File: config.mk
export PLATFORM = sky130hd
export DESIGN_NAME = mpt_walk_arbiter
export DESIGN_NICKNAME = d
export VERILOG_FILES = /design/src/rtl/mpt_walk_arbiter.sv
export SDC_FILE = /design/constraint.sdc
export NUM_CORES = 1
export LEC_CHECK = 0
export BUFFER_PORTS_ARGS = -buffer_cell sky130_fd_sc_hd__buf_2
export CAP_MARGIN = 40
export CORE_AREA = 2 2 106 108
export CTS_CLUSTER_DIAMETER = 120
export CTS_CLUSTER_SIZE = 8
export DETAILED_ROUTE_END_ITERATION = 8
export DIE_AREA = 0 0 108 110
export PLACE_DENSITY = 0.73
export REMOVE_ABC_BUFFERS = 1
export SYNTH_ARGS = -nofsm -noshare
export SYNTH_HDL_FRONTEND = slang
export SYNTH_SLANG_ARGS = --single-unit
File: constraint.sdc
create_clock -name clk_i -period 3.55 [get_ports clk_i]
set_clock_uncertainty 0.2 [all_clocks]
set_input_delay 0.5325 -clock clk_i [delete_from_list [all_inputs] [get_ports clk_i]]
set_output_delay 0.5325 -clock clk_i [all_outputs]
set_load 0.05 [all_outputs]
File: src/rtl/mpt_walk_arbiter.sv
// Round-robin arbiter sharing one MPT walker between NUM_REQ requesters.
// One walk in flight; the walker permission is checked against the requested access type.
module mpt_walk_arbiter #(
    parameter int unsigned NUM_REQ  = 3,
    parameter int unsigned PLEN     = 56,
    parameter int unsigned SDID_LEN = 6
) (
    input  logic                    clk_i,
    input  logic                    rst_i,
    input  logic                    flush_i,
    input  logic [NUM_REQ-1:0]      req_valid_i,
    output logic [NUM_REQ-1:0]      req_ready_o,
    input  logic [NUM_REQ*PLEN-1:0] req_spa_i,
    input  logic [NUM_REQ*2-1:0]    req_access_i,
    input  logic [SDID_LEN-1:0]     req_sdid_i,
    output logic [NUM_REQ-1:0]      resp_valid_o,
    output logic                    resp_allow_o,
    output logic [1:0]              resp_perm_o,
    output logic                    resp_fault_o,
    output logic [2:0]              resp_fault_cause_o,
    output logic                    walk_valid_o,
    input  logic                    walk_ready_i,
    output logic [PLEN-1:0]         walk_spa_o,
    output logic [SDID_LEN-1:0]     walk_sdid_o,
    input  logic                    walk_done_i,
    input  logic [1:0]              walk_perm_i,
    input  logic                    walk_fault_i,
    input  logic [2:0]              walk_fault_cause_i,
    output logic                    busy_o
);

    localparam int unsigned IW = (NUM_REQ > 1) ? $clog2(NUM_REQ) : 1;

    typedef enum logic [1:0] {IDLE, ISSUE, WAIT, RESP} state_e;

    state_e              state_q;
    logic [IW-1:0]       rr_q;
    logic [IW-1:0]       owner_q;
    logic [PLEN-1:0]     spa_q;
    logic [SDID_LEN-1:0] sdid_q;
    logic [1:0]          acc_q;
    logic                squash_q;
    logic                allow_q;
    logic [1:0]          perm_q;
    logic                fault_q;
    logic [2:0]          cause_q;

    logic                found;
    logic [IW-1:0]       win;
    logic [IW-1:0]       rr_d;
    logic                accept;

    function automatic logic allow_f(input logic [1:0] acc, input logic [1:0] perm);
        logic ok;
        case (acc)
            2'b00:   ok = 1'b1;
            2'b01:   ok = (perm != 2'b00);
            2'b10:   ok = perm[1];
            default: ok = perm[0];
        endcase
        return ok;
    endfunction

    // First valid requester at or after rr_q, wrapping around.
    always_comb begin
        int unsigned idx;
        idx   = 0;
        found = 1'b0;
        win   = '0;
        for (int unsigned i = 0; i < NUM_REQ; i++) begin
            idx = int'(rr_q) + i;
            if (idx >= NUM_REQ) idx = idx - NUM_REQ;
            if (!found && req_valid_i[IW'(idx)]) begin
                found = 1'b1;
                win   = IW'(idx);
            end
        end
    end

    assign accept = (state_q == IDLE) && found && !flush_i && !rst_i;
    assign rr_d   = (win == IW'(NUM_REQ - 1)) ? '0 : win + 1'b1;

    always_comb begin
        req_ready_o = '0;
        if (accept) req_ready_o[win] = 1'b1;
    end

    always_comb begin
        resp_valid_o = '0;
        if (state_q == RESP) resp_valid_o[owner_q] = 1'b1;
    end

    assign walk_valid_o       = (state_q == ISSUE) && !flush_i && !rst_i;
    assign walk_spa_o         = spa_q;
    assign walk_sdid_o        = sdid_q;
    assign busy_o             = (state_q != IDLE);
    assign resp_allow_o       = allow_q;
    assign resp_perm_o        = perm_q;
    assign resp_fault_o       = fault_q;
    assign resp_fault_cause_o = cause_q;

    always_ff @(posedge clk_i) begin
        if (rst_i) begin
            state_q  <= IDLE;
            rr_q     <= '0;
            owner_q  <= '0;
            spa_q    <= '0;
            sdid_q   <= '0;
            acc_q    <= '0;
            squash_q <= 1'b0;
            allow_q  <= 1'b0;
            perm_q   <= '0;
            fault_q  <= 1'b0;
            cause_q  <= '0;
        end else begin
            unique case (state_q)
                IDLE: begin
                    if (accept) begin
                        spa_q   <= req_spa_i[win*PLEN +: PLEN];
                        acc_q   <= req_access_i[win*2 +: 2];
                        sdid_q  <= req_sdid_i;
                        owner_q <= win;
                        rr_q    <= rr_d;
                        state_q <= ISSUE;
                    end
                end
                ISSUE: begin
                    if (flush_i) state_q <= IDLE;
                    else if (walk_ready_i) state_q <= WAIT;
                end
                WAIT: begin
                    if (walk_done_i) begin
                        squash_q <= 1'b0;
                        if (flush_i || squash_q) begin
                            state_q <= IDLE;
                        end else begin
                            // A fault hides the permission and forces a deny.
                            fault_q <= walk_fault_i;
                            cause_q <= walk_fault_i ? walk_fault_cause_i : 3'b000;
                            perm_q  <= walk_fault_i ? 2'b00 : walk_perm_i;
                            allow_q <= !walk_fault_i && allow_f(acc_q, walk_perm_i);
                            state_q <= RESP;
                        end
                    end else if (flush_i) begin
                        squash_q <= 1'b1;
                    end
                end
                RESP: state_q <= IDLE;
                default: state_q <= IDLE;
            endcase
        end
    end

endmodule

### Word-level counts from Yosys, hierarchy flattened

Cells that the tools add are included.

| word-level totals | value |
|---|---|
| register bits after elaboration | 78 |
| output and inout port bits | 77 |
| logic and storage cells | 102 |
| input port bits | 194 |

| operators by class | value |
|---|---|
| shift operators | 2 |
| bitwise logic cells | 1 |
| $mul | 1 |
| order comparisons | 10 |
| add/sub/neg operators | 6 |
| reductions and logical operators | 25 |
| eq/ne operators | 9 |
| mux-type cells | 37 |

Operator list:

| operator | number |
|---|---|
| 168-bit by 9-bit indexed part select with 56-bit output | 1 |
| 2-bit two-way mux | 13 |
| 2-bit by 3-bit less-than comparator with 1-bit output, second input constant | 5 |
| 1-bit two-way mux | 14 |
| 1-bit logical AND | 10 |
| 3-bit two-way mux | 3 |
| 2-bit equality test, second input constant | 4 |
| 2-bit one-hot mux with 4 select lines | 1 |
| 1-bit binary-select mux with 2-bit select | 3 |
| 3-bit by 2-bit greater-or-equal comparator with 1-bit output, second input constant | 2 |
| 3-bit AND reduction | 2 |
| 2-bit nonzero test | 3 |
| 6-bit by 4-bit indexed part select with 2-bit output | 1 |
| 2-bit subtractor, second input constant | 3 |
| 1-bit logical NOT | 5 |
| 2-bit by 3-bit multiplier with 5-bit output, second input constant | 1 |
| 1-bit demux with 2-bit select | 2 |
| 2-bit by 1-bit equality test with 1-bit output, second input constant | 2 |
| 2-bit by 1-bit greater-or-equal comparator with 1-bit output, second input constant | 2 |
| 2-bit logical NOT | 2 |
| 2-bit != test, second input constant | 2 |
| 2-bit AND reduction | 2 |
| 2-bit by 1-bit adder with 3-bit output, second input constant | 1 |
| 2-bit by 2-bit adder with 3-bit output, second input constant | 1 |
| 6 further kinds | 6 |

### Longest topological paths before layout

| logic depth | value |
|---|---|
| depth after elaboration | 16 |
| mapped depth | 11 |
| depth with buffers taken out | 8 |

### Worst setup path before layout

OpenSTA, ideal clock, no wires.

| timing | value |
|---|---|
| path kind | input to output |
| from | input port rst_i |
| to | output port walk_valid_o |
| path slack | 0.295 ns |
| arrival | 2.522 ns |
| path buffers | 2 |
| cell stages on the path | 3 |
| path through | clkbuf_1 > clkbuf_1 > nor4b_1 |

| on the way | value |
|---|---|
| word-level cells in the longest chain between the ends | 2 |

Ends and longest elaborated chain:

| element | line | text |
|---|---|---|
| start: declaration | 9 | `input logic rst_i,` |
| 1-bit logical NOT | 93 | `assign walk_valid_o = (state_q == ISSUE) && !flush_i && !rst_i;` |
| 1-bit logical AND | 93 |  |
| end: declaration | 21 | `output logic walk_valid_o,` |

Every way passes these cells.

### Worst setup path in the final report

| timing | value |
|---|---|
| from | register rr_q[1] |
| to | output port req_ready_o[0] |

| on the way | value |
|---|---|
| word-level cells in the longest chain between the ends | 16 |
| elaborated cells on any way between the ends | 36 |
| classes of those cells | add/sub (5); order compare (5); mux (18); reduce/logical (8) |

Ends and longest elaborated chain:

| element | line | text |
|---|---|---|
| start: declaration | 37 | `logic [IW-1:0] rr_q;` |
| start signal: assignment | 123 | `rr_q <= rr_d;` |
| parallel branches: the longest is 15 deep, another holds 2-bit by 1-bit adder with 3-bit output | n/a |  |
| 3-bit two-way mux * | 85 | `if (accept) req_ready_o[win] = 1'b1;` |
| end: declaration | 12 | `output logic [NUM_REQ-1:0] req_ready_o,` |

Mark *: on every way between the ends. The select of a mux whose other input is x is not followed.

==> run summary <==
Status = finished, final reports clean
End of the worst hold path = walk_spa_o[38]$_SDFFE_PP0P_
Critical Path RT = 2.82 ns
Tmin final = 3.29 ns
Hold WS = 0.172 ns
Core Region = 10,700 sq um
ANT nets after route = 0
Worst R2R Setup Slack = 0.52 ns
First-pass GRT wire length = 20,600 microns
Via density = 5.30
Critical path peak fanout = 24
R2r endpoint = walk_spa_o[16]$_SDFFE_PP0P_
Vias in the first global route = 4,419
M1 GR Usage = 26.1%
Arrival @ worst endpoint = 2.56 ns
Layout cells sized above 1 = 42.6%
Worst path max stage delay = 0.41 ns
HP Start = req_spa_i[38]
DR vias = 4,515
Type of the most critical hold path = input pin to flip-flop
Power per cell area = 552 nW/um^2
Multi-input logic area = 2130 sq um
Cells after Synth = 461
Sequential-to-total area share from yosys stat = 39.5%
Part of the power in registers = 35.2%
CTS clk-pin slew, worst paths = 0.08 ns
Maxcap violations = 0
PortBufs = 270
GR met3 Demand/Resource = 4.76%
Largest net degree at the start of global routing = 79
Synth cell types = 38
Slew at the pin closest to its max-slew limit = 0.810 ns
Clk root buf = clkbuf_8
Clock sinks = 78
VDD IR max = 0.000270 V
Combinational share of power = 41.1%
Finished Layout Cells = 852
# rows = 38
Post-CTS Setup Bufs = 0
Slowest cell on crit path = mux2i_2
Switch Pwr = 0.00127 W
Period utilization = 92.7%
FF-to-FF path depth = 10
Max Fclk = 304 MHz
Die width = 108 microns
CP cell instances = inv_1, ha_1, mux2i_2, o211ai_4, o32ai_4, buf_4, nor3_4, buf_2
DRC viols = 0
Setup Crit Path Kind = flip-flop to primary output
CTS tree = built
Busiest grt layer = met2
Router iterations before antenna repair = 5
Hold depth = 2
Clk pwr share = 23.7%
Post-synthesis cell area = 3960 sq um
Routability congestion estimate from global placement = 0.813
Max Buffers Root-to-Sink = 2
Slew headroom = 46.0%
Max H-tree Level = 3
Remaining Overflow, GRT = 0
CTS Buf Count = 9
#FFs+latches synth = 78
# fillers = 1,029
Switch share = 41.3%
Leak = 2.53 nW
Total negative setup slack = 0 ns
Post-Syn Area per Cell = 8.58 sq um
Nets = 904
Area grow syn2layout = 40.3%
Wire per inst = 15.8 microns
Cts repair resizes = 0
Worst r2r src = rr_q[0]$_SDFFE_PP0P_
Antenna violations before repair = 0
CP endpoint kind = primary output
Internal Pwr Total = 0.00180 W
Starting density of the core = 37.0%
Yosys warnings = 0
Max-slew violation count = 0
Final Hold Viols = 0
Total track usage = 21.9%
RSZ-0062 raised after global routing = no
IO Count = 271
Register area = 1560 sq um
Critical Path Start Type = flip-flop
Final HPWL DP = 9780 microns
Die height = 110 microns
Worst skew pair latency = 0.35 ns
Post-Place Cells = 835
# setup viols final = 0
Die area = 11,900 sq um
Initial DRC Count = 333
Grt met2 use = 37.4%
Hold Buf Count CTS = 0
Final WL = 13,400 microns
==> critical path, delay by kind of cell, from the launching register on <==
family                     cells  cell delay [ns]
and+or+nand+nor                1             0.08
buffers and inverters          3             0.68
AOI/OAI and AO/OA              2             0.46
muxes                          1             0.41
adders and majority gates      1             0.25
DFF                            1             0.34
==> synth_stat cells (all sizes together) <==
library cell | count | share of area [%]
o41a | 1 | 0.28
o211ai | 1 | 0.54
nand3 | 4 | 0.51
nand2b | 3 | 0.47
nor3 | 6 | 1.0
o31ai | 1 | 0.32
a32oi | 1 | 0.22
a211oi | 3 | 0.57
ha | 4 | 1.3
mux2 | 1 | 0.28
nor4b | 1 | 0.22
nor4 | 1 | 0.16
buf | 20 | 3.8
or2 | 1 | 0.16
nor2 | 8 | 0.76
dfxtp | 78 | 39
mux2i | 3 | 0.85
o32ai | 2 | 1.4
nand3b | 10 | 1.9
a2111oi | 1 | 0.22
nor2b | 2 | 0.32
clkbuf | 25 | 2.4
a21o | 7 | 1.3
nor3b | 54 | 10
and3 | 1 | 0.16
o31a | 1 | 0.22
a22oi | 58 | 11
nand2 | 21 | 2.0
and2 | 2 | 0.32
a21oi | 70 | 8.9
inv | 8 | 0.76
o21ai | 61 | 7.7
o32a | 1 | 0.25
==> power by group through the flow <==
stage / Combinational, W / Clock [W] / Sequential (W)
floorplan: 0.000416 / 0 / 0.00154
global placement: 0.00124 / 0 / 0.00109
detailed placement: 0.00126 / 0 / 0.00110
CTS: 0.00126 / 0.000750 / 0.00108
global route: 0.00135 / 0.000790 / 0.00110
finish: 0.00126 / 0.000728 / 0.00108
==> cell usage in the layout (no fill, tap or decap), types with 8 or more instances in the layout <==
master / synthesis / final
dfxtp_1: 78 / 78
clkbuf_8: 0 / 13
nand2_1: 21 / 21
nand3b_1: 10 / 10
a21oi_1: 70 / 70
nor3b_1: 54 / 54
o21ai_1: 11 / 11
buf_4: 3 / 8
o21ai_0: 50 / 50
nor2_1: 8 / 8
a22oi_1: 58 / 58
inv_1: 8 / 8
buf_2: 10 / 270
==> state kept, by name (all words and copies together), names as in the netlist <==
name	flops
resp_allow_o	1
resp_perm_o	2
walk_spa_o	56
resp_fault_cause_o	3
owner_q	2
acc_q	2
state_q	2
resp_fault_o	1
rr_q	2
walk_sdid_o	6
squash_q	1
==> through the flow <==
| stage | power [W] | setup slack, ns | utilization (%) | instance area [sq um] |
|---|---|---|---|---|
| global placement | 0.00233 | 0.684 | 49.8 | 5330 |
| floorplan | 0.00195 | -1.44 | - | 3710 |
| CTS | 0.00309 | 0.239 | 51.9 | 5550 |
| finish | 0.00307 | 0.258 | 51.9 | 5550 |
| detailed placement | 0.00236 | 0.566 | 49.8 | 5330 |
| global route | 0.00324 | 0.112 | 51.9 | 5550 |
==> cell families (layout without fill, tap and decap cells) <==
group	count (synthesis)	in the layout	share of synthesized area, %
muxes	4	4	1.14
buffers and inverters	53	303	6.96
adders and majority gates	4	4	1.27
DFF	78	78	39.5
other	0	1	0
AOI/OAI and AO/OA	208	208	32.9
and+or+nand+nor	114	114	18.2
==> routing by layer <==
metal,vias to the layer above,share of wire [%]
met5,-,0
met4,0,2.0
met3,21,7.5
met2,210,49
met1,2081,42
li1,2203,-
==> how the worst max path moves through the flow <==
| stage | end | slack (ns) | start | depth (start not counted) |
|---|---|---|---|---|
| after floorplan | acc_q[0]$_SDFFE_PP0P_ | -1.44 | rr_q[1]$_SDFFE_PP0P_ | 8 |
| after global placement | req_ready_o[1] | 0.68 | rr_q[1]$_SDFFE_PP0P_ | 7 |
| after detailed placement | walk_spa_o[16]$_SDFFE_PP0P_ | 0.57 | rr_q[1]$_SDFFE_PP0P_ | 10 |
| after CTS | req_ready_o[0] | 0.24 | rr_q[1]$_SDFFE_PP0P_ | 8 |
| after global routing | req_ready_o[0] | 0.11 | rr_q[1]$_SDFFE_PP0P_ | 8 |
| final | req_ready_o[0] | 0.26 | rr_q[1]$_SDFFE_PP0P_ | 8 |
==> layout make-up <==
| cell class | count | share of cell area, % |
|---|---|---|
| timing repair buffer | 279 | 25.8 |
| multi-input combinational | 330 | 38.4 |
| antenna | 1 | 0.0451 |
| inverter | 8 | 0.541 |
| clock inverter | 2 | 0.676 |
| tap | 140 | 3.16 |
| clock buffer | 14 | 3.29 |
| sequential | 78 | 28.1 |
(Power assumes the default switching activity.)
